--- src/rtl/maxpool2_col.sv ---
// rtl/maxpool2_col.sv - column-streaming 2x2 FP16 max-pool with optional ReLU
module maxpool2_col #(
  parameter int DATA_WIDTH = 16,
  parameter int COL_SIZE   = 10,
  parameter int IMG_WIDTH  = 10,
  parameter int RELU_EN    = 1
) (
  input  logic                                clk,
  input  logic                                rst,
  input  logic                                clear,
  input  logic                                valid_in,
  input  logic [DATA_WIDTH*COL_SIZE-1:0]      in_column,
  output logic [DATA_WIDTH*(COL_SIZE/2)-1:0]  out_column,
  output logic                                valid_out,
  output logic                                frame_done
);

  localparam int HALF  = COL_SIZE / 2;
  localparam int CNT_W = (IMG_WIDTH > 2) ? $clog2(IMG_WIDTH) : 1;
  localparam logic [CNT_W-1:0] LAST_COL  = CNT_W'(IMG_WIDTH - 1);
  // With an odd width the final column is dropped, so the last pair ends one column early.
  localparam logic [CNT_W-1:0] LAST_PAIR = CNT_W'((IMG_WIDTH % 2 == 0) ? IMG_WIDTH - 1 : IMG_WIDTH - 2);

  if (COL_SIZE % 2 != 0) begin : g_bad_col_size
    $error("maxpool2_col: COL_SIZE must be even");
  end
  if (IMG_WIDTH < 2) begin : g_bad_img_width
    $error("maxpool2_col: IMG_WIDTH must be at least 2");
  end

  typedef enum logic {EVEN, ODD} phase_t;

  function automatic logic [DATA_WIDTH-1:0] f_max(input logic [DATA_WIDTH-1:0] a,
                                                  input logic [DATA_WIDTH-1:0] b);
    logic                  sa, sb;
    logic [DATA_WIDTH-2:0] ma, mb;
    sa = a[DATA_WIDTH-1];
    sb = b[DATA_WIDTH-1];
    ma = a[DATA_WIDTH-2:0];
    mb = b[DATA_WIDTH-2:0];
    // Signed zeros tie regardless of sign, and ties keep the first operand.
    if (ma == '0 && mb == '0) return a;
    else if (sa != sb)        return sa ? b : a;
    else if (!sa)             return (mb > ma) ? b : a;
    else                      return (mb < ma) ? b : a;
  endfunction

  function automatic logic [DATA_WIDTH-1:0] f_relu(input logic [DATA_WIDTH-1:0] x);
    if (RELU_EN != 0 && x[DATA_WIDTH-1]) return '0;
    else                                 return x;
  endfunction

  phase_t                           r_phase;
  logic [CNT_W-1:0]                 r_col_cnt;
  logic [HALF-1:0][DATA_WIDTH-1:0]  r_hold;
  logic [HALF-1:0][DATA_WIDTH-1:0]  r_out;
  logic                             r_valid;
  logic                             r_done;
  logic [HALF-1:0][DATA_WIDTH-1:0]  w_vmax;
  logic [HALF-1:0][DATA_WIDTH-1:0]  w_pool;

  for (genvar g = 0; g < HALF; g++) begin : g_lane
    assign w_vmax[g] = f_max(in_column[(2*g)*DATA_WIDTH +: DATA_WIDTH],
                             in_column[(2*g+1)*DATA_WIDTH +: DATA_WIDTH]);
    assign w_pool[g] = f_relu(f_max(r_hold[g], w_vmax[g]));
  end

  always_ff @(posedge clk) begin
    if (!rst) begin
      r_phase   <= EVEN;
      r_col_cnt <= '0;
      r_hold    <= '0;
      r_out     <= '0;
      r_valid   <= 1'b0;
      r_done    <= 1'b0;
    end else begin
      r_valid <= 1'b0;
      r_done  <= 1'b0;
      if (clear) begin
        r_phase   <= EVEN;
        r_col_cnt <= '0;
        r_hold    <= '0;
      end else if (valid_in) begin
        r_col_cnt <= (r_col_cnt == LAST_COL) ? '0 : r_col_cnt + CNT_W'(1);
        case (r_phase)
          EVEN: begin
            // An EVEN column at the last position only occurs for odd widths and is dropped.
            if (r_col_cnt != LAST_COL) begin
              r_hold  <= w_vmax;
              r_phase <= ODD;
            end
          end
          ODD: begin
            r_out   <= w_pool;
            r_valid <= 1'b1;
            r_done  <= (r_col_cnt == LAST_PAIR);
            r_phase <= EVEN;
          end
          default: r_phase <= EVEN;
        endcase
      end
    end
  end

  assign out_column = r_out;
  assign valid_out  = r_valid;
  assign frame_done = r_done;

endmodule
--- config.mk ---
export PLATFORM = sky130hd
export DESIGN_NAME = maxpool2_col
export DESIGN_NICKNAME = d
export VERILOG_FILES = /design/src/rtl/maxpool2_col.sv
export SDC_FILE = /design/constraint.sdc
export NUM_CORES = 1
export LEC_CHECK = 0
export ABC_CLOCK_PERIOD_IN_PS = 6300
export CAP_MARGIN = 20
export CELL_PAD_IN_SITES_DETAIL_PLACEMENT = 0
export CELL_PAD_IN_SITES_GLOBAL_PLACEMENT = 1
export CORE_MARGIN = 1.5
export CORE_UTILIZATION = 35
export CTS_CLUSTER_DIAMETER = 60
export CTS_CLUSTER_SIZE = 20
export DETAILED_ROUTE_END_ITERATION = 6
export PLACE_DENSITY_LB_ADDON = 0.1
export SLEW_MARGIN = 10
export SYNTH_ARGS = -nofsm -noshare
export SYNTH_HDL_FRONTEND = slang
export SYNTH_SLANG_ARGS = --single-unit
--- constraint.sdc ---
create_clock -name clk -period 6.3 [get_ports clk]
set_clock_uncertainty 0.1 [all_clocks]
set_input_delay 1.575 -clock clk [delete_from_list [all_inputs] [get_ports clk]]
set_output_delay 1.575 -clock clk [all_outputs]
set_load 0.01 [all_outputs]
Word level (Yosys, flattened, before mapping):

Cells that the tools add are included.

* $add $sub $neg: 1
* eq/ne operators: 12
* bitwise operators: 4
* mux-type cells: 69
* reduce and logical (&&, ||, !) cells: 35
* order comparisons: 20

Operators by type and width (number)
* 16-bit two-way mux: 60
* 15-bit logical NOT: 20
* 15-bit > comparator: 10
* 15-bit less-than comparator: 10
* 15-bit two-way mux: 5
* 1-bit logical AND: 10
* 1-bit != test: 10
* 3-bit AND reduction: 2
* 4-bit by 1-bit adder with 4-bit output, second input constant: 1
* 4-bit equality test, second input constant: 1
* 4-bit two-way mux: 1
* 4-bit != test, second input constant: 1
* 1-bit NOT: 4
* 4-bit OR reduction: 1
* 3-bit OR reduction: 1
* 1-bit two-way mux: 2
* 1-bit one-hot mux with 2 select lines: 1
* 2-bit OR reduction: 1

* word-level logic and storage cells: 155
* output and inout port bits: 82
* flip-flop bits (word level): 167

Logic depth before layout (Yosys ltp):

Gate-level depths: netlist (run 1).

* depth in word-level cells: 11
* depth in mapped cells: 24

Worst setup path before layout (run 1):

Ideal clock, no wire load.

* path type: input-to-reg
* start: input port in_column[129]
* end: register r_out (netlist bit out_column[69])
* stages on the path: 24
* setup time: 0.128 ns
* path buffers: 3
* slack: 0.009 ns
* arrival time: 6.063 ns
* cells stage by stage: inv_1 ha_1 nor2b_1 o21ai_0 a21oi_1 a2111oi_0 o31ai_1 a31oi_1 a31o_2 clkbuf_1 buf_2 mux2_2 ha_1 nor2b_1 o21ai_0 nand2b_1 a211oi_1 o21bai_1 a31oi_1 or4_1 nand2_1 clkbuf_1 mux2i_1 o21ai_0

RTL lines
* start, declared: line 12 `input logic [DATA_WIDTH*COL_SIZE-1:0] in_column,`
* end signal, assigned: line 94 `r_out <= w_pool;`
* end, declared: line 56 `logic [HALF-1:0][DATA_WIDTH-1:0] r_out;`

==> results.sh, run 1 <==
export IMPL_status="complete, no violations"
export IMPL_drive_gt1_share_pct=14.1
export IMPL_mostFrequentLayoutCell="clkdlybuf4s50_1"
export IMPL_synth_async_reset_ratio_pct=0
export IMPL_ys_ff_latch=162
export IMPL_overflow=0
export IMPL_drt_total_wl_um=38400
export IMPL_rows=68
export IMPL_hold_class="reg2reg"
export IMPL_clk_latency_ns=0.43
export IMPL_synth_edf_count=0
export IMPL_seq_power_share_pct=32.7
export IMPL_hold_start="out_column[73]"
export IMPL_m1WireLength_um=18700
export IMPL_grt_pass1_vias=12300
export IMPL_min_period_ns=6.02
export IMPL_ys_warn_count=0
export IMPL_maxUsedRoutingLayer="met4"
export IMPL_cts_sinks=162
export IMPL_dp_hpwl_um=30500
export IMPL_hold_viol_final=0
export IMPL_htree_levels=4
export IMPL_first_pass_iters=5
export IMPL_r2r_setup_slack_ns=3.19
export IMPL_start_util_pct=35.6
export IMPL_port_buffers=240
export IMPL_die_h_um=191
export IMPL_switchingPower_w=0.00106
export IMPL_grt_max_degree=86
export IMPL_gr_usage_all_layers_pct=21.3
export IMPL_place_ws_ns=-0.298
export IMPL_p_leak_nw=7.31
export IMPL_grt_pass1_wl_um=62200
export IMPL_required_ns=6.51
export IMPL_pwr_share_comb_pct=34.9
export IMPL_routed_wl_met2_um=17500
export IMPL_r2r_cells=9
export IMPL_crit_fanout=4
export IMPL_num_io_pins=246
export IMPL_layout_common_cells="clkdlybuf4s50_1, inv_1, buf_4"
export IMPL_powerDensity_nw_per_um2=192
export IMPL_power_share_switching_pct=32.3
export IMPL_end_kind="flop"
export IMPL_clkTransAtPathRegs_ns=0.07
export IMPL_crit_type="in2reg"
export IMPL_clk_path_buf_depth=2
export IMPL_postSynthAreaPerCell_sq_um=7.67
export IMPL_routedWlPerCell_um=15.7
export IMPL_core_sq_um=34600
export IMPL_fin_crit_sh_pct=95.5
export IMPL_crit_end="out_column[61]"
export IMPL_ys_seq_area_share_pct=26.3
export IMPL_instances_no_fill=2452
export IMPL_setup_viol=0
export IMPL_vias_per_cell=5.13
export IMPL_startpoint="in_column[109]"
export IMPL_gp_congestion=0.899
export IMPL_n_fill_cell=3401
export IMPL_drv_cap=0
export IMPL_initialDrtViolationCount=629
export IMPL_final_nets=2308
export IMPL_antenna_found_initial=0
export IMPL_cts_made_buffers=17
export IMPL_cp_start_kind="input pin"
export IMPL_worst_hold_slack_ns=0.350
export IMPL_cts_root_buffer="clkbuf_16"
export IMPL_antenna_cells=0
export IMPL_maxSlewViolCount=0
export IMPL_synthCells=1607
export IMPL_ys_flop_type="dfxtp_1"
export IMPL_worstMarginPinSlew_ns=1.07
export IMPL_syn_cell_area_sq_um=12300
export IMPL_wl_met3_um=1820
export IMPL_cts_tree="done"
export IMPL_fp_dieW_um=191
export IMPL_utilization_pct=49.5
export IMPL_finalSetupTns_ns=0
export IMPL_worstReg2RegEnd="out_column[49]"
export IMPL_worstPathArrival_ns=6.23
export IMPL_rr_startpoint="r_hold[58]"
export IMPL_fmax_ghz=0.166
export IMPL_slew_headroom_pct=28.7
export IMPL_drc=0
export IMPL_power_internal_w=0.00223
export IMPL_dpl_cell_count=2417
export IMPL_postCtsHoldBufs=0
export IMPL_final_setup_worst_slack_ns=0.283
export IMPL_peakVddDrop_v=0.000184
export IMPL_synth_cell_types=74
export IMPL_die_area_sq_um=36400
export IMPL_clkPwrFrac_pct=32.4
export IMPL_syn_to_final_growth_pct=38.9
export IMPL_num_vias=12600
export IMPL_ant_nets=0
[sequential cells by signal, indices dropped and copies added, names as in the netlist]
signal      flops
r_hold         80
out_column     75
r_col_cnt       4
frame_done      1
r_phase         1
valid_out       1
[layer usage]
metal | GRT usage [%] | vias to the layer above
met5 | 0 | -
met4 | 4.66 | 0
met3 | 4.03 | 31
met2 | 35.1 | 281
met1 | 28.7 | 5766
li1 | - | 6500
[per-stage QoR]
stage	cell area, sq um	total power (W)
2_1_floorplan	12300	0.00174
6_report	17100	0.00329
4_1_cts	17100	0.00332
3_5_place_dp	16500	0.00224
3_3_place_gp	16500	0.00223
5_1_grt	17100	0.00351
[cell usage after synthesis, types with 6 or more instances]
master,count,area share [%]
o211ai_1,6,0.37
nor2_1,181,5.5
nand4_1,37,1.9
a211oi_1,80,4.9
a21o_1,22,1.3
buf_1,9,0.27
and3_1,6,0.30
inv_1,188,5.7
mux2_2,33,3.0
clkbuf_1,56,1.7
o21ai_0,118,4.8
or4_1,6,0.37
a21oi_1,117,4.7
nor3_1,29,1.2
nand2b_1,6,0.30
nor2b_1,9,0.46
ha_1,160,16
a32o_1,23,1.9
nand3_1,22,0.89
nor4_1,33,1.7
nand2_1,138,4.2
mux2i_1,58,4.7
nand3b_1,8,0.49
dfxtp_1,162,26
[cell type report]
| cell class | instances | area, sq um | share of cell area, % |
|---|---|---|---|
| Multi-Input combinational cell | 1186 | 8140 | 47.5 |
| Sequential cell | 162 | 3240 | 18.9 |
| Clock inverter | 11 | 126 | 0.738 |
| Timing Repair Buffer | 428 | 3870 | 22.6 |
| Inverter | 189 | 709 | 4.14 |
| Clock buffer | 21 | 470 | 2.75 |
| Tap cell | 455 | 569 | 3.32 |
[power by group through the flow]
stage / logic (W) / registers [W] / clock network [W]
after floorplan: 0.000643 / 0.00110 / 0
after global placement: 0.00113 / 0.00110 / 0
after detailed placement: 0.00114 / 0.00110 / 0
after CTS: 0.00115 / 0.00108 / 0.00109
after global routing: 0.00129 / 0.00108 / 0.00114
final: 0.00115 / 0.00108 / 0.00106
[critical path: stages]
cell             delay [ns]
clkdlybuf4s50_1        0.48
inv_1                  0.05
ha_1                   0.34
a21oi_2                0.16
nand2_2                0.08
a221oi_4               0.40
a21oi_1                0.14
o21ba_1                0.25
buf_4                  0.14
mux2_2                 0.36
ha_1                   0.30
nand2b_1               0.06
a21oi_1                0.12
nor3_1                 0.06
o21ai_0                0.23
a211oi_1               0.12
buf_4                  0.16
or3_1                  0.33
o21ai_1                0.21
buf_4                  0.15
mux2_2                 0.32
a22oi_1                0.14
nor2_1                 0.05
[kinds of logic after synthesis]
logic type,share of synthesized area [%]
other,0.0304
xor gates and xnor gates,0.142
and+or+nand+nor,18.6
buffers and inverters,8.25
adders and majority gates,16.2
AOI/OAI and AO/OA,22.4
DFF,26.3
muxes,8.07
[worst min path at each step]
stage,end,cells past startpoint
floorplan,r_hold[18],2
global placement,out_column[13],2
detailed placement,out_column[13],2
CTS,out_column[73],2
global route,out_column[13],2
finish,out_column[73],2
[timing repair]
item / in CTS / in global routing
buffers inserted: 0 / 2
endpoints found under the setup margin: 0 / 55
resized for setup: 0 / 11
(Power assumes the default switching activity.)
==> run 2: changes to the inputs <==
Settings changed: SETUP_SLACK_MARGIN from default to 0.1, TNS_END_PERCENT from default to 10.
==> run 2 against run 1 <==
Compared with the run above:
- critical path depth is 1 lower
- design area is 1.5% higher
- final cell count is 0.86% higher
- routed wire length is 2.8% higher
- first-iteration DRC count is 10% lower
- largest cell class unchanged
- highest routed layer is now met5
==> results.sh, run 2 (same netlist as run 1, synthesis figures left out) <==
export IMPL_status="complete, no violations"
export IMPL_antenna_cells=0
export IMPL_drc=0
export IMPL_die_h_um=191
export IMPL_core_sq_um=34600
export IMPL_hold_viol_final=0
export IMPL_crit_fanout=9
export IMPL_instances_no_fill=2473
export IMPL_antenna_found_initial=3
export IMPL_start_util_pct=35.6
export IMPL_drt_total_wl_um=39500
export IMPL_r2r_cells=9
export IMPL_maxSlewViolCount=0
export IMPL_powerDensity_nw_per_um2=195
export IMPL_setup_viol=0
export IMPL_slew_headroom_pct=56.7
export IMPL_regMostFlops="r_hold"
export IMPL_grt_pass1_vias=12700
export IMPL_layout_common_cells="clkdlybuf4s50_1, buf_4, inv_1"
export IMPL_num_vias=12700
export IMPL_final_setup_worst_slack_ns=0.345
export IMPL_multi_input_area_sq_um=8150
export IMPL_n_fill_cell=3423
export IMPL_first_pass_iters=5
export IMPL_required_ns=6.51
export IMPL_htree_levels=4
export IMPL_rr_startpoint="r_hold[59]"
export IMPL_worstMarginPinSlew_ns=0.649
export IMPL_vias_per_cell=5.15
export IMPL_final_nets=2329
export IMPL_worstReg2RegEnd="out_column[62]"
export IMPL_r2r_setup_slack_ns=3.14
export IMPL_rows=68
export IMPL_crit_type="in2reg"
export IMPL_mostFrequentLayoutCell="clkdlybuf4s50_1"
export IMPL_overflow=0
export IMPL_clkTransAtPathRegs_ns=0.07
export IMPL_grt_pass1_wl_um=63800
export IMPL_dp_hpwl_um=31200
export IMPL_fmax_ghz=0.168
export IMPL_dpl_cell_count=2435
export IMPL_cp_start_kind="input pin"
export IMPL_clk_path_buf_depth=2
export IMPL_routedWlPerCell_um=16.0
export IMPL_largest_register_ff_count=80
export IMPL_drive_gt1_share_pct=15.4
export IMPL_rsz0062_at_grt="true"
export IMPL_place_ws_ns=-0.335
export IMPL_cts_made_buffers=17
export IMPL_syn_to_final_growth_pct=40.9
export IMPL_hold_class="reg2reg"
export IMPL_p_leak_nw=7.45
export IMPL_crit_end="out_column[61]"
export IMPL_port_buffers=240
export IMPL_seq_area_sq_um=3240
export IMPL_cts_tree="done"
export IMPL_power_w=0.00339
export IMPL_initialDrtViolationCount=566
export IMPL_gp_congestion=0.924
export IMPL_die_area_sq_um=36400
export IMPL_ant_nets=0
export IMPL_drv_cap=0
export IMPL_clk_latency_ns=0.45
export IMPL_grt_max_degree=86
export IMPL_gr_usage_all_layers_pct=21.9
export IMPL_cts_root_buffer="clkbuf_16"
export IMPL_cts_sinks=162
export IMPL_startpoint="in_column[104]"
export IMPL_fin_crit_sh_pct=94.5
export IMPL_min_period_ns=5.95
export IMPL_num_io_pins=246
export IMPL_fp_dieW_um=191
export IMPL_end_kind="flop"
export IMPL_worstPathArrival_ns=6.17
export IMPL_postCtsHoldBufs=0
export IMPL_peakVddDrop_v=0.000214
export IMPL_worst_hold_slack_ns=0.351
[run 2: changes by cell type in the layout (fill, tap and decap cells not counted), moves of 2 or more]
| cell | change |
|---|---|
| o21ai_0 | -4 |
| clkinv_2 | -2 |
| inv_6 | +2 |
| clkinv_4 | +2 |
| inv_8 | +3 |
| o21ai_1 | +4 |
| buf_4 | +18 |
| clkinvlp_4 | -3 |
| clkbuf_8 | -2 |
| buf_16 | +2 |
[run 2: per-stage QoR]
step                      utilization (%)  TNS [ns]  area (sq um)
after floorplan                         -         0         12300
after global placement               48.0     -7.87         16600
after detailed placement             48.0     -7.83         16600
after CTS                            49.8         0         17200
after global routing                 50.2         0         17400
final                                50.2         0         17400
[run 2: timing repair]
item	CTS	global route
hold endpoints to repair	0	0
setup buffers	0	4
setup endpoints to repair	0	48
gates resized for setup	0	21
[run 2: critical path: stages]
cell and delay (ns):
clkdlybuf4s50_1 0.48, inv_1 0.06, ha_1 0.31, a21oi_1 0.18, o21ai_1 0.11, a221oi_4 0.31, a21oi_1 0.14, o21ba_2 0.29
buf_4 0.17, mux2i_1 0.28, inv_1 0.08, ha_1 0.29, nand4_1 0.16, nor3_1 0.23, a211oi_1 0.10, buf_4 0.15
or3_1 0.35, o21ai_1 0.17, buf_4 0.19, mux2_2 0.33, a22oi_1 0.14, nor2_1 0.07
[run 2: where the power goes]
part | total (W) | leakage [nW] | internal [W] | switching (W)
registers | 0.00108 | 1.31 | 0.00105 | 0.0000218
logic | 0.00119 | 5.82 | 0.000580 | 0.000605
clock network | 0.00113 | 0.308 | 0.000649 | 0.000484
[run 2: layout make-up]
type	instances	area share, %
clock buffer	18	2.53
multi-input combinational	1186	46.9
tap	455	3.28
inverter	189	4.08
clock inverter	14	1.11
timing repair buffer	449	23.4
sequential	162	18.7
[run 2: metal layers]
metal | routed length [um] | track usage [%] | vias to the layer above
met1 | 18900 | 28.9 | 5892
met4 | 575 | 5.33 | 6
met3 | 1880 | 4.16 | 42
met2 | 18000 | 36.5 | 269
li1 | - | - | 6531
met5 | 52 | 0 | -
[run 2: worst min path at each step]
stage / start / to / slack [ns] / depth (start not counted)
after detailed placement: out_column[17] / out_column[17] / 0.34 / 2
after global routing: out_column[77] / out_column[77] / 0.38 / 2
after global placement: out_column[71] / out_column[71] / 0.34 / 2
final: out_column[17] / out_column[17] / 0.35 / 2
after floorplan: r_hold[18] / r_hold[18] / 0.35 / 2
after CTS: out_column[73] / out_column[73] / 0.36 / 2
